`src/rtl/branch_predictor_bht.sv`:
```
// Purpose: bimodal/gshare BHT of saturating counters plus a tagged BTB, with a multi-cycle table clear.
// Latency: predictions are combinational (zero cycles); feedback takes effect on the next cycle.
// Backpressure: none; while busy, predictions read as not-taken/miss and feedback is dropped.
module branch_predictor_bht #(
    parameter int ENTRIES = 64,
    parameter int CNT_W   = 2,
    parameter int TAG_W   = 10,
    parameter int GSHARE  = 0,
    parameter int GHR_W   = 8
) (
    input  logic             clk,
    input  logic             rst_n,
    input  logic [63:0]      pred_pc,
    output logic             pred_taken,
    output logic             pred_hit,
    output logic [63:0]      pred_target,
    output logic [GHR_W-1:0] pred_ghr,
    input  logic             fb_valid,
    input  logic [63:0]      fb_pc,
    input  logic             fb_taken,
    input  logic [63:0]      fb_target,
    input  logic [GHR_W-1:0] fb_ghr,
    input  logic             flush,
    output logic             busy
);

    localparam int IDX_W   = $clog2(ENTRIES);
    localparam int TAG_LO  = IDX_W + 2;
    localparam int TAG_HI  = IDX_W + TAG_W + 1;

    localparam logic [CNT_W-1:0] CNT_INIT = CNT_W'((1 << (CNT_W - 1)) - 1);
    localparam logic [CNT_W-1:0] CNT_MAX  = '1;
    localparam logic [CNT_W-1:0] CNT_MIN  = '0;
    localparam logic [IDX_W-1:0] IDX_LAST = IDX_W'(ENTRIES - 1);

    typedef enum logic {
        ST_IDLE  = 1'b0,
        ST_CLEAR = 1'b1
    } state_t;

    // Table storage: counters and BTB valid bits are reset/cleared, tag and
    // target are only meaningful behind a set valid bit so they carry no reset.
    logic [CNT_W-1:0] r_cnt     [ENTRIES];
    logic [ENTRIES-1:0] r_btb_vld;
    logic [TAG_W-1:0] r_btb_tag [ENTRIES];
    logic [63:0]      r_btb_tgt [ENTRIES];
    logic [GHR_W-1:0] r_ghr;

    state_t           r_state;
    logic [IDX_W-1:0] r_clr_idx;

    state_t           w_state_nxt;
    logic [IDX_W-1:0] w_clr_idx_nxt;
    logic             w_busy;
    logic             w_clr_done;

    logic [IDX_W-1:0] w_pred_pidx;
    logic [TAG_W-1:0] w_pred_tag;
    logic [IDX_W-1:0] w_pred_bidx;
    logic [IDX_W-1:0] w_fb_pidx;
    logic [TAG_W-1:0] w_fb_tag;
    logic [IDX_W-1:0] w_fb_bidx;
    logic             w_update;
    logic [CNT_W-1:0] w_cnt_cur;
    logic [CNT_W-1:0] w_cnt_nxt;
    logic             w_hit;
    logic             w_unused;

    // Index/tag extraction. The GHR is cast to the index width: zero-extended
    // when narrower, and only its youngest IDX_W bits fold in when wider.
    assign w_pred_pidx = pred_pc[IDX_W+1:2];
    assign w_pred_tag  = pred_pc[TAG_HI:TAG_LO];
    assign w_fb_pidx   = fb_pc[IDX_W+1:2];
    assign w_fb_tag    = fb_pc[TAG_HI:TAG_LO];
    assign w_pred_bidx = (GSHARE != 0) ? (w_pred_pidx ^ IDX_W'(r_ghr)) : w_pred_pidx;
    assign w_fb_bidx   = (GSHARE != 0) ? (w_fb_pidx ^ IDX_W'(fb_ghr)) : w_fb_pidx;

    // PC bits outside index/tag, and fb_ghr in bimodal mode, do not affect the tables.
    assign w_unused = ^{pred_pc[63:TAG_HI+1], pred_pc[1:0],
                        fb_pc[63:TAG_HI+1], fb_pc[1:0], fb_ghr};

    assign w_busy   = (r_state == ST_CLEAR);
    assign w_update = fb_valid && !w_busy;

    // Saturating counter step for the entry addressed by the feedback.
    always_comb begin
        w_cnt_cur = r_cnt[w_fb_bidx];
        w_cnt_nxt = w_cnt_cur;
        if (fb_taken) begin
            if (w_cnt_cur != CNT_MAX) begin
                w_cnt_nxt = w_cnt_cur + 1'b1;
            end
        end else begin
            if (w_cnt_cur != CNT_MIN) begin
                w_cnt_nxt = w_cnt_cur - 1'b1;
            end
        end
    end

    // Clear FSM state register.
    always_ff @(posedge clk or negedge rst_n) begin
        if (!rst_n) begin
            r_state   <= ST_IDLE;
            r_clr_idx <= '0;
        end else begin
            r_state   <= w_state_nxt;
            r_clr_idx <= w_clr_idx_nxt;
        end
    end

    // Clear FSM next state: a flush (re)starts the walk at entry 0; the walk
    // finishes after the last entry unless a flush arrives on that same cycle.
    always_comb begin
        w_state_nxt   = r_state;
        w_clr_idx_nxt = r_clr_idx;
        w_clr_done    = 1'b0;
        case (r_state)
            ST_IDLE: begin
                if (flush) begin
                    w_state_nxt   = ST_CLEAR;
                    w_clr_idx_nxt = '0;
                end
            end
            ST_CLEAR: begin
                if (flush) begin
                    w_clr_idx_nxt = '0;
                end else if (r_clr_idx == IDX_LAST) begin
                    w_state_nxt   = ST_IDLE;
                    w_clr_idx_nxt = '0;
                    w_clr_done    = 1'b1;
                end else begin
                    w_clr_idx_nxt = r_clr_idx + 1'b1;
                end
            end
            default: begin
                w_state_nxt   = ST_IDLE;
                w_clr_idx_nxt = '0;
            end
        endcase
    end

    // Counter table: clear walk has priority; feedback is only seen when idle.
    always_ff @(posedge clk or negedge rst_n) begin
        if (!rst_n) begin
            for (int i = 0; i < ENTRIES; i++) begin
                r_cnt[i] <= CNT_INIT;
            end
        end else if (w_busy) begin
            r_cnt[r_clr_idx] <= CNT_INIT;
        end else if (w_update) begin
            r_cnt[w_fb_bidx] <= w_cnt_nxt;
        end
    end

    // BTB valid bits: set by a taken resolution, dropped by reset or the clear walk.
    always_ff @(posedge clk or negedge rst_n) begin
        if (!rst_n) begin
            r_btb_vld <= '0;
        end else if (w_busy) begin
            r_btb_vld[r_clr_idx] <= 1'b0;
        end else if (w_update && fb_taken) begin
            r_btb_vld[w_fb_pidx] <= 1'b1;
        end
    end

    // BTB payload: tag and target captured alongside the valid bit.
    always_ff @(posedge clk) begin
        if (w_update && fb_taken) begin
            r_btb_tag[w_fb_pidx] <= w_fb_tag;
            r_btb_tgt[w_fb_pidx] <= fb_target;
        end
    end

    // Global history: shifts in resolved outcomes only, zeroed as the clear completes.
    always_ff @(posedge clk or negedge rst_n) begin
        if (!rst_n) begin
            r_ghr <= '0;
        end else if (w_clr_done) begin
            r_ghr <= '0;
        end else if (w_update) begin
            r_ghr <= GHR_W'({r_ghr, fb_taken});
        end
    end

    // Prediction read-out from pre-update state; suppressed while clearing.
    always_comb begin
        w_hit = !w_busy && r_btb_vld[w_pred_pidx] && (r_btb_tag[w_pred_pidx] == w_pred_tag);
    end

    assign pred_hit    = w_hit;
    assign pred_taken  = w_hit && r_cnt[w_pred_bidx][CNT_W-1];
    assign pred_target = w_hit ? r_btb_tgt[w_pred_pidx] : 64'd0;
    assign pred_ghr    = r_ghr;
    assign busy        = w_busy;

endmodule

```
`config.mk`:
```
export PLATFORM = sky130hd
export DESIGN_NAME = branch_predictor_bht
export DESIGN_NICKNAME = d
export VERILOG_FILES = /design/src/rtl/branch_predictor_bht.sv
export SDC_FILE = /design/constraint.sdc
export NUM_CORES = 2
export LEC_CHECK = 0
export BUFFER_PORTS_ARGS = -buffer_cell sky130_fd_sc_hd__buf_2
export CAP_MARGIN = 20
export CORE_UTILIZATION = 30
export CTS_CLUSTER_SIZE = 24
export DETAILED_ROUTE_END_ITERATION = 10
export PLACE_DENSITY_LB_ADDON = 0.15
export SETUP_SLACK_MARGIN = 0.2
export SYNTH_ARGS = -nofsm -noshare
export SYNTH_HDL_FRONTEND = slang
export SYNTH_MEMORY_MAX_BITS = 65536
export SYNTH_SLANG_ARGS = --single-unit
```
`constraint.sdc`:
```
create_clock -name clk -period 5.8 [get_ports clk]
set_input_delay 0.29 -clock clk [delete_from_list [all_inputs] [get_ports clk]]
set_output_delay 0.29 -clock clk [all_outputs]
set_load 0.02 [all_outputs]
```
==> impl_metrics.env <==
export IMPL_status="finished, final reports clean"
export IMPL_path_max_fanout=10
export IMPL_numCtsBuffers=555
export IMPL_synthesis_area_um2=193000
export IMPL_synth_area_leaders="edfxtp_1 (74%), mux4_2 (17%), dfrtp_1 (1.9%)"
export IMPL_final_max_slew_viol_count=0
export IMPL_finClkSkew_ns=0.0418
export IMPL_place_gp_congestion=0.805
export IMPL_setup_viol=0
export IMPL_slew_headroom=0.211
export IMPL_total_leakage_power_nw=69.6
export IMPL_io_buffers=175
export IMPL_cp_data_required_time_ns=5.51
export IMPL_synth_area_leader_cell="edfxtp_1"
export IMPL_grt_usage=0.187
export IMPL_antenna_left=0
export IMPL_wl_per_cell_um=34.5
export IMPL_multi_input_area_um2=43100
export IMPL_grt_max_degree=119
export IMPL_yosysWarnings=0
export IMPL_synth_ff_type="edfxtp_1"
export IMPL_critical_path_class="reg2out"
export IMPL_drt_iter0_drc=10300
export IMPL_hold_path_class="in2reg"
export IMPL_path_cells="mux4_2 -> mux2i_1 -> o22ai_1 -> nor4_1 -> o221ai_1 -> a221oi_2 -> nand4b_1 -> buf_4 -> a2111oi_2 -> buf_2"
export IMPL_dp_hpwl_um=314000
export IMPL_grt_pass1_vias=99400
export IMPL_die_w_um=803
export IMPL_endpoint_kind="output port"
export IMPL_ys_seq_area_frac=0.766
export IMPL_synth_edf_count=4736
export IMPL_grt_pass1_wl_um=843000
export IMPL_fp_coreArea_um2=638000
export IMPL_cts_buffer_depth=4
export IMPL_num_rows=293
export IMPL_syn_num_nets=8582
export IMPL_vias=94400
export IMPL_nets=9288
export IMPL_rsz0062_at_grt="false"
export IMPL_drc=0
export IMPL_power_density_nw_per_um2=339
export IMPL_clkTransAtPathRegs_ns=0.06
export IMPL_post_route_min_period_ns=5.44
export IMPL_syn_inst=8376
export IMPL_cts_tree="yes"
export IMPL_worst_pin_slew_ns=1.18
export IMPL_seq_area_um2=147000
export IMPL_syn_area_per_cell_um2=23.0
export IMPL_grt_overflow=0
export IMPL_synthArstFlopShare=0.0419
export IMPL_synth_seq_cells=4943
export IMPL_max_stage_delay_ns=1.00
export IMPL_max_freq_mhz=184
export IMPL_finalHoldViolations=0
export IMPL_r2r_setup_slack_ns=1.84
export IMPL_die_h_um=803
export IMPL_setup_tns_ns=0
export IMPL_ir_drop_mv=0.316
export IMPL_start_kind="flop"
export IMPL_cts_htree_levels=6
export IMPL_critPathSlowestCell="a2111oi_2"
export IMPL_drive_gt1_frac=0.312
export IMPL_dieArea_um2=645000
export IMPL_ys_types=78
export IMPL_cts_sinks=4943
export IMPL_cp_arrival_ns=5.15
export IMPL_fillers=58500
export IMPL_period_share=0.938
export IMPL_initial_core_util=0.302
export IMPL_routed_wl_um=617000
export IMPL_syn_to_final_growth_pct=17.0
export IMPL_dr_pass1_iters=6
export IMPL_cts_root_buf="clkbuf_16"
export IMPL_final_core_util=0.353
export IMPL_antenna_found_initial=50
export IMPL_ios=280
export IMPL_clock_latency_ns=1.07
export IMPL_yosysTopAreaCellShare=0.739
export IMPL_maxCapViolCount=0
export IMPL_via_per_inst=5.27
## power by group
group	internal, mW	leakage (nW)	switching, mW
logic	1.38	16.2	2.09
clock network	19.2	8.33	14.5
registers	39.2	45.1	0.0370
## kinds of logic after synthesis
kind of cell | Yosys count | synth area share
AND/OR/NAND/NOR | 624 | 0.0158
buffers and inverters | 513 | 0.0132
XOR/XNOR | 8 | 0.000364
AO/OA/AOI/OAI | 652 | 0.0248
flip-flops | 4943 | 0.766
adder cells (fa/ha/maj) | 1 | 0.0000650
multiplexers | 1635 | 0.180
## worst paths after layout
| check | from | cells after the start | endpoint |
|---|---|---|---|
| min in group asynchronous | rst_n | 3 | r_cnt[26] |
| hold / removal | fb_target[49] | 2 | r_btb_tgt[18][49] |
| max in group asynchronous | rst_n | 4 | r_btb_vld[41] |
| hold reg to reg | r_btb_vld[47] | 1 | r_btb_vld[47] |
| setup reg to reg | busy | 5 | r_btb_tgt[61][53] |
| setup / recovery | r_btb_tag[35][3] | 10 | pred_target[4] |
## metal layers
layer	up-vias	GRT usage	share of wire
li1	37500	-	-
met5	-	0	0.00018
met1	52900	0.258	0.43
met2	3096	0.314	0.49
met4	16	0.0452	0.025
met3	882	0.0257	0.051
## per-stage QoR
stage	instances	hold WS, ns	area, µm²	setup slack, ns	power [mW]
finish	17900	0.0764	225000	0.357	76.3
global route	17900	0.00655	225000	0.214	78.6
CTS	17900	0.0562	224000	0.321	77.1
detailed placement	16800	0.385	206000	0.145	43.4
global placement	16800	0.382	206000	0.0593	43.3
floorplan	8376	-0.00559	193000	0.402	41.9
## critical path, delay by kind of cell, from the launching register on
family / cells / cell delay, ns
AO/OA/AOI/OAI: 4 / 1.67
AND/OR/NAND/NOR: 2 / 0.71
multiplexers: 2 / 0.67
buffers and inverters: 2 / 0.66
flip-flops: 1 / 0.36
## cells in the final DEF (no fill, tap or decap), drive strengths merged, types with 92 or more instances in the layout
cell type / count
a211oi: 92
buf: 559
nand2: 165
dfrtp: 143
nor2: 184
edfxtp: 4736
mux2i: 162
o21ai: 127
clkbuf: 696
clkinv: 221
dlygate4sd3: 92
mux4: 1455
## cell type report
cell class                      instances  share of cell area
Inverter                                8            0.000233
Antenna cell                           13            0.000144
Clock buffer                          693              0.0656
Sequential cell                      4943               0.655
Multi-Input combinational cell       2920               0.191
Timing Repair Buffer                  654              0.0310
Tap cell                             8407              0.0467
Clock inverter                        278              0.0104
## flip-flops by register name, summed over array words and instances, names as in the netlist
signal,count
busy,1
pred_ghr,8
r_btb_tag,640
r_btb_tgt,4096
r_btb_vld,64
r_clr_idx,6
r_cnt,128
## repair_timing
action / 4_1_cts / 5_1_grt
endpoints found under the setup margin: 33 / 0
hold buffers: 92 / 1
endpoints found under the hold margin: 4838 / 2
buffers inserted: 1 / 0
resized for setup: 5 / 0
## cell usage after synthesis (all sizes together), types with 37 or more instances
cell	n
a22oi	37
buf	302
o22ai	39
dfstp	64
nand2	165
a211oi	92
a2111oi	71
a31oi	53
o21ai	127
dfrtp	143
nand3	40
edfxtp	4736
a21oi	88
mux4	1455
and2	72
mux2i	162
nor2	184
clkbuf	203
Power figures use the tool's default switching activity.
